--- src/rtl/gate_pipe.sv ---
// gate_pipe: per-beat bitwise gate (AND..PASSA) on WIDTH-bit operands,
// carried through DEPTH elastic valid/ready stages with a transfer count.
// Ports: clk, rst_n (async low), in_valid/in_ready/op/a/b upstream,
// out_valid/out_ready/y/out_op downstream, xfer_cnt output transfers.
// Macro GATE_PIPE_PARITY_EN adds output parity = ^y, staged with y.
module gate_pipe #(
  parameter int WIDTH = 8,
  parameter int DEPTH = 2,
  parameter int CNT_W = 16
) (
  input  logic             clk,
  input  logic             rst_n,
  input  logic             in_valid,
  output logic             in_ready,
  input  logic [2:0]       op,
  input  logic [WIDTH-1:0] a,
  input  logic [WIDTH-1:0] b,
  output logic             out_valid,
  input  logic             out_ready,
  output logic [WIDTH-1:0] y,
  output logic [2:0]       out_op,
`ifdef GATE_PIPE_PARITY_EN
  output logic             parity,
`endif
  output logic [CNT_W-1:0] xfer_cnt
);

  if (WIDTH < 1 || WIDTH > 64) begin : g_bad_width
    $error("gate_pipe: WIDTH %0d not in 1..64", WIDTH);
  end
  if (DEPTH < 1 || DEPTH > 4) begin : g_bad_depth
    $error("gate_pipe: DEPTH %0d not in 1..4", DEPTH);
  end

  logic [WIDTH-1:0] f;

  always_comb begin
    f = '0;
    unique case (op)
      3'd0: f = a & b;
      3'd1: f = a | b;
      3'd2: f = ~(a & b);
      3'd3: f = ~(a | b);
      3'd4: f = a ^ b;
      3'd5: f = ~(a ^ b);
      3'd6: f = ~a;
      3'd7: f = a;
    endcase
  end

  logic [DEPTH-1:0] v;
  logic [DEPTH-1:0] en;
  logic [DEPTH-1:0] src_v;
  logic [WIDTH-1:0] yr     [DEPTH];
  logic [WIDTH-1:0] src_y  [DEPTH];
  logic [2:0]       opr    [DEPTH];
  logic [2:0]       src_op [DEPTH];
  logic             full;

  // Flattened form of en[i] = !v[i] | en[i+1]: a stage may load
  // unless it and every stage after it is full and out_ready is low.
  always_comb begin
    en   = '0;
    full = 1'b1;
    for (int i = 0; i < DEPTH; i++) begin
      full = 1'b1;
      for (int j = i; j < DEPTH; j++) begin
        full = full & v[j];
      end
      en[i] = !full | out_ready;
    end
  end

  // Stage i loads from source i: the input for 0, stage i-1 otherwise.
  always_comb begin
    src_v     = DEPTH'({v, in_valid});
    src_y[0]  = f;
    src_op[0] = op;
    for (int i = 1; i < DEPTH; i++) begin
      src_y[i]  = yr[i-1];
      src_op[i] = opr[i-1];
    end
  end

  always_ff @(posedge clk or negedge rst_n) begin
    if (!rst_n) begin
      v <= '0;
      for (int i = 0; i < DEPTH; i++) begin
        yr[i]  <= '0;
        opr[i] <= '0;
      end
    end else begin
      for (int i = 0; i < DEPTH; i++) begin
        if (en[i]) begin
          v[i]   <= src_v[i];
          yr[i]  <= src_y[i];
          opr[i] <= src_op[i];
        end
      end
    end
  end

`ifdef GATE_PIPE_PARITY_EN
  logic [DEPTH-1:0] pr;
  logic [DEPTH-1:0] src_p;

  assign src_p = DEPTH'({pr, ^f});

  always_ff @(posedge clk or negedge rst_n) begin
    if (!rst_n) begin
      pr <= '0;
    end else begin
      for (int i = 0; i < DEPTH; i++) begin
        if (en[i]) pr[i] <= src_p[i];
      end
    end
  end

  assign parity = pr[DEPTH-1];
`endif

  always_ff @(posedge clk or negedge rst_n) begin
    if (!rst_n) begin
      xfer_cnt <= '0;
    end else if (out_valid && out_ready) begin
      xfer_cnt <= xfer_cnt + CNT_W'(1);
    end
  end

  assign in_ready  = en[0];
  assign out_valid = v[DEPTH-1];
  assign y         = yr[DEPTH-1];
  assign out_op    = opr[DEPTH-1];

endmodule

--- config.mk ---
export PLATFORM = sky130hd
export DESIGN_NAME = gate_pipe
export DESIGN_NICKNAME = d
export VERILOG_FILES = /design/src/rtl/gate_pipe.sv
export SDC_FILE = /design/constraint.sdc
export NUM_CORES = 1
export LEC_CHECK = 0
export ABC_AREA = 0
export CORE_MARGIN = 4
export CORE_UTILIZATION = 55
export CTS_CLUSTER_SIZE = 8
export DETAILED_ROUTE_END_ITERATION = 6
export GPL_ROUTABILITY_DRIVEN = 0
export GPL_TIMING_DRIVEN = 0
export PLACE_DENSITY = 0.93
export SETUP_SLACK_MARGIN = 0.3
export SLEW_MARGIN = 25
export SYNTH_ARGS = -nofsm -noshare
export SYNTH_HDL_FRONTEND = slang
export SYNTH_SLANG_ARGS = --single-unit
--- constraint.sdc ---
create_clock -name clk -period 2.06 [get_ports clk]
set_input_delay 0.206 -clock clk [delete_from_list [all_inputs] [get_ports clk]]
set_output_delay 0.206 -clock clk [all_outputs]
set_load 0.01 [all_outputs]
Word level (Yosys, flattened, before mapping)
Cells that the tools add are included.

Bitwise logic cells: 10. Add/subtract/negate cells: 1. Equal/unequal tests: 7. Multiplexer cells: 1. Reductions and logical operators: 4.

Operators by type and width (count): 8-bit case mux with 8 select lines (1); 8-bit inverter (4); 16-bit by 1-bit adder with 16-bit output (second input constant) (1); 3-bit == test (second input constant) (4); 8-bit AND (1); 8-bit OR (1); 8-bit bitwise XOR (1); 3-bit by 2-bit == test with 1-bit output (second input constant) (2); 3-bit by 1-bit == test with 1-bit output (second input constant) (1); 3-bit logical NOT (1); 1-bit logical NOT (2); 1-bit OR (2); 1-bit AND (1); 1-bit logical AND (1).

Register bits: 40. Logic and storage cells: 30. Input port bits: 23. Output and inout bits: 29.

Longest topological paths before layout
Depth after elaboration: 3. Depth in mapped cells: 7. Mapped depth without buffers: 6.

Worst setup path after synthesis
No wires, ideal clock.

Kind: flip-flop to flip-flop. Start: register v[1]. End: register yr (netlist bit src_y[5]). Stages on the path, launching flop included: 8. Setup slack: 662 ps. Data arrival time: 1272 ps. Clock period less this slack: 1398 ps. Required time: 1934 ps. Path buffers: 1. Setup time: 126 ps. Path through: dfrtp_1 -> nor2b_4 -> and2_4 -> buf_6 -> inv_4 -> nand2_4 -> a211oi_1 -> a221o_1.

Word-level cells in the longest chain between the ends: 3.

Ends and longest elaborated chain: from (decl) (line 51) `logic [DEPTH-1:0] v;`; from (signal, indexed assignment) (line 95) `v[i] <= src_v[i];`; 1-bit AND (line 68) `full = full & v[j];`; 1-bit logical NOT (line 70) `en[i] = !full | out_ready;`; 1-bit OR (line 70); via in_ready (line 14) `output logic in_ready,`; to (signal, indexed assignment) (line 96) `yr[i] <= src_y[i];`; to (decl) (line 54) `logic [WIDTH-1:0] yr [DEPTH];`.

The timed path passes the listed nets, and every way through them passes these cells. A chain may end at the register's enable or synchronous reset.

Worst setup path in the final report
Start: register v[1]. End: output in_ready.

Word-level cells in the longest chain between the ends: 3.

Ends and longest elaborated chain (line): 1-bit AND (68); 1-bit logical NOT (70); 1-bit OR (70); to (decl) (14).

No other way between the ends.

==> results.cfg <==
[floorplanning]
dieArea_mm2 = 0.00549
fp.dieW_um = 74.1
core_area_mm2 = 0.00412
start_util_pct = 58.4
fp-row-count = 23
die_h_um = 74.1
boundaryPins = 52

[yosys]
syn_nets = 276
synth_edf_count = 0
syn_avg_cell_area_um2 = 10.2
synthDominantCellAreaShare_pct = 41.6
syn_area_mm2 = 0.00240
ys.flop_type = dfrtp_1
synth_cells = 236
synth_area_leaders = dfrtp_1 42%, ha_1 8.8%, mux2_2 5.6%
synth_area_leader_cell = dfrtp_1
synth_cell_type_count = 38
synth-seq-cells = 40
yosysSeqAreaShare_pct = 41.6
yosys_warnings = 0
async_reset_ff_share_pct = 100

[worst_setup_path]
critical_path_class = flip-flop to primary output
startpoint_type = flip-flop
end_kind = primary output
cpPeakStageDelay_ns = 0.39
crit_fanout = 8
slowest_stage = dfrtp_1
cp_data_required_time_ns = 1.85
rrSetupSlack_ns = 0.59
crit_family = buffers and inverters
path_buf_inv = 3
worstPathArrival_ns = 1.50
crit_path_cell_trace = nor2b_4 > and2_4 > buf_6 > inv_4 > dlygate4sd2_1

[cells_and_area]
num-fill-cells = 305
post-route-util_pct = 75.1
most-common-layout-cells = 47 x clkdlybuf4s50_1, 40 x dfrtp_1, 21 x nor2_1
drive_above_1_share_pct = 14.5
layout.nets = 336
syn_to_final_growth_pct = 28.6
antennaDiodeCount = 0
final_common_cell = clkdlybuf4s50_1

[cts]
cts-buffers-inserted = 5
clk_pin_slew_ns = 0.07
cts_buffer_depth = 2
clock_latency_ns = 0.29
htreeDepth = 2
cts_tree = yes
clockRootBuffer = clkbuf_8
cts_sinks = 40

[pwr]
p_comb_share_pct = 31.7
p_leak_nw = 1.47
pwr-share-clk_pct = 22.3
power.switching_w = 0.000657
p_int_w = 0.00162
switching_share_pct = 28.9
p_per_area_mw_per_mm2 = 735
vdd.ir_drop.worst_uv = 351
seq_power_share_pct = 45.9

[sta]
slew_headroom_pct = 67.6
rsz0062_at_grt = false
min_period_over_period_pct = 82.6
worst_pin_slew_ns = 0.486
setup_viol = 0
worst_slack_ns = 0.359
final-hold-violation-count = 0
whs_ns = 0.316
maxClockFrequency_ghz = 0.588
finalMaxSlewViolations = 0
timing.clock.skew_ns = 0.00507
post-route-min-period_ns = 1.70

[global_routing]
antenna_found_initial = 0
met3_usage_pct = 5.00
grt_overflow = 0
grt_pass1_vias = 1972
busiest_layer = met2
track_usage_pct = 19.8
grt_pass1_wl_mm = 8.38
use_met2_pct = 36.1
grt_max_degree = 31
grtUsageMet1_pct = 21.4

[run_status]
status = finished clean

[route]
vias_per_cell = 5.46
antenna_left = 0
drtIter0Drc = 42
first_pass_iters = 4
routed_wl_mm = 4.87
drc = 0
dr_total_vias = 1895
wl_per_cell_um = 14.0

[hold_path]
hp-class = input pin to asynchronous set/reset pin

[placed_design]
hpwlAfterDp_mm = 3.89
io_buffers = 50
place_ws_ns = 0.104

[job]
maxCapViolations = 0
## power by group through the flow
stage	Combinational [W]	Sequential, W	Clock, W
final	0.000721	0.00104	0.000508
after floorplan	0.000332	0.00108	0
after CTS	0.000727	0.00105	0.000524
after global placement	0.000690	0.00105	0
after detailed placement	0.000724	0.00106	0
after global routing	0.000790	0.00107	0.000563
## state kept, by name, indices dropped and copies added, names as in the netlist
name      count
v             2
opr           3
out_op        3
y             8
src_y         8
xfer_cnt     16
## final timing paths
kind,startpoint,to,cells past startpoint
max,v[1]$_DFFE_PN0P_,in_ready,5
min,rst_n,xfer_cnt[2]$_DFFE_PN0P_,2
max reg2reg,v[1]$_DFFE_PN0P_,src_y[5]$_DFFE_PN0P_,7
min reg2reg,src_y[2]$_DFFE_PN0P_,src_y[2]$_DFFE_PN0P_,2
max in group asynchronous,rst_n,y[0]$_DFFE_PN0P_,3
min in group clk,out_ready,xfer_cnt[0]$_DFFE_PN0P_,3
## routing by layer
| metal | wire, um | part of all wire (%) |
|---|---|---|
| met1 | 1990 | 41 |
| met4 | 54 | 1.1 |
| met2 | 2510 | 52 |
| met3 | 317 | 6.5 |
| met5 | 0 | 0 |
## through the flow
stage | power [W] | instance area, um2 | std cells | TNS (ns)
2_1_floorplan | 0.00141 | 2400 | 236 | 0
3_3_place_gp | 0.00174 | 2970 | 336 | -2.18
3_5_place_dp | 0.00178 | 2980 | 337 | 0
4_1_cts | 0.00230 | 3080 | 346 | 0
5_1_grt | 0.00242 | 3090 | 347 | 0
6_report | 0.00227 | 3090 | 347 | 0
## layout make-up
| cell class | count | area [um2] | share of cell area, % |
|---|---|---|---|
| multi-input combinational | 161 | 1220 | 39.5 |
| clock buffer | 8 | 90.1 | 2.91 |
| sequential | 40 | 1000 | 32.4 |
| timing repair buffer | 53 | 534 | 17.3 |
| buffer | 16 | 110 | 3.56 |
| tap | 50 | 62.6 | 2.02 |
| inverter | 19 | 73.8 | 2.39 |
## cell usage after synthesis, types with 3 or more instances
| master | number |
|---|---|
| dfrtp_1 | 40 |
| nor2_1 | 21 |
| inv_1 | 18 |
| ha_1 | 17 |
| nand2_1 | 15 |
| mux2_2 | 12 |
| a211oi_1 | 11 |
| o31ai_1 | 11 |
| xnor2_1 | 10 |
| buf_2 | 7 |
| nor2b_1 | 7 |
| xor2_1 | 7 |
| o21ai_0 | 6 |
| a21o_1 | 5 |
| a221o_1 | 5 |
| buf_4 | 5 |
| and3_1 | 4 |
| mux2i_1 | 4 |
| nand3_1 | 4 |
| buf_6 | 3 |
## cells by family after synthesis
family | after synthesis | share of synthesized area [%]
DFF | 40 | 41.6
muxes | 16 | 7.28
AOI/OAI and AO/OA | 43 | 13.8
and+or+nand+nor | 68 | 14.6
buffers and inverters | 35 | 7.65
adders and majority gates | 17 | 8.84
xor gates and xnor gates | 17 | 6.19
## what timing repair did
| action | 4_1_cts | 5_1_grt |
|---|---|---|
| gates resized for setup | 1 | 1 |
| hold buffers | 1 | 0 |
| setup buffers | 0 | 1 |
| endpoints found under the setup margin | 1 | 1 |
| endpoints found under the hold margin | 10 | 0 |
Note: power is estimated with default switching activity, not from simulation.
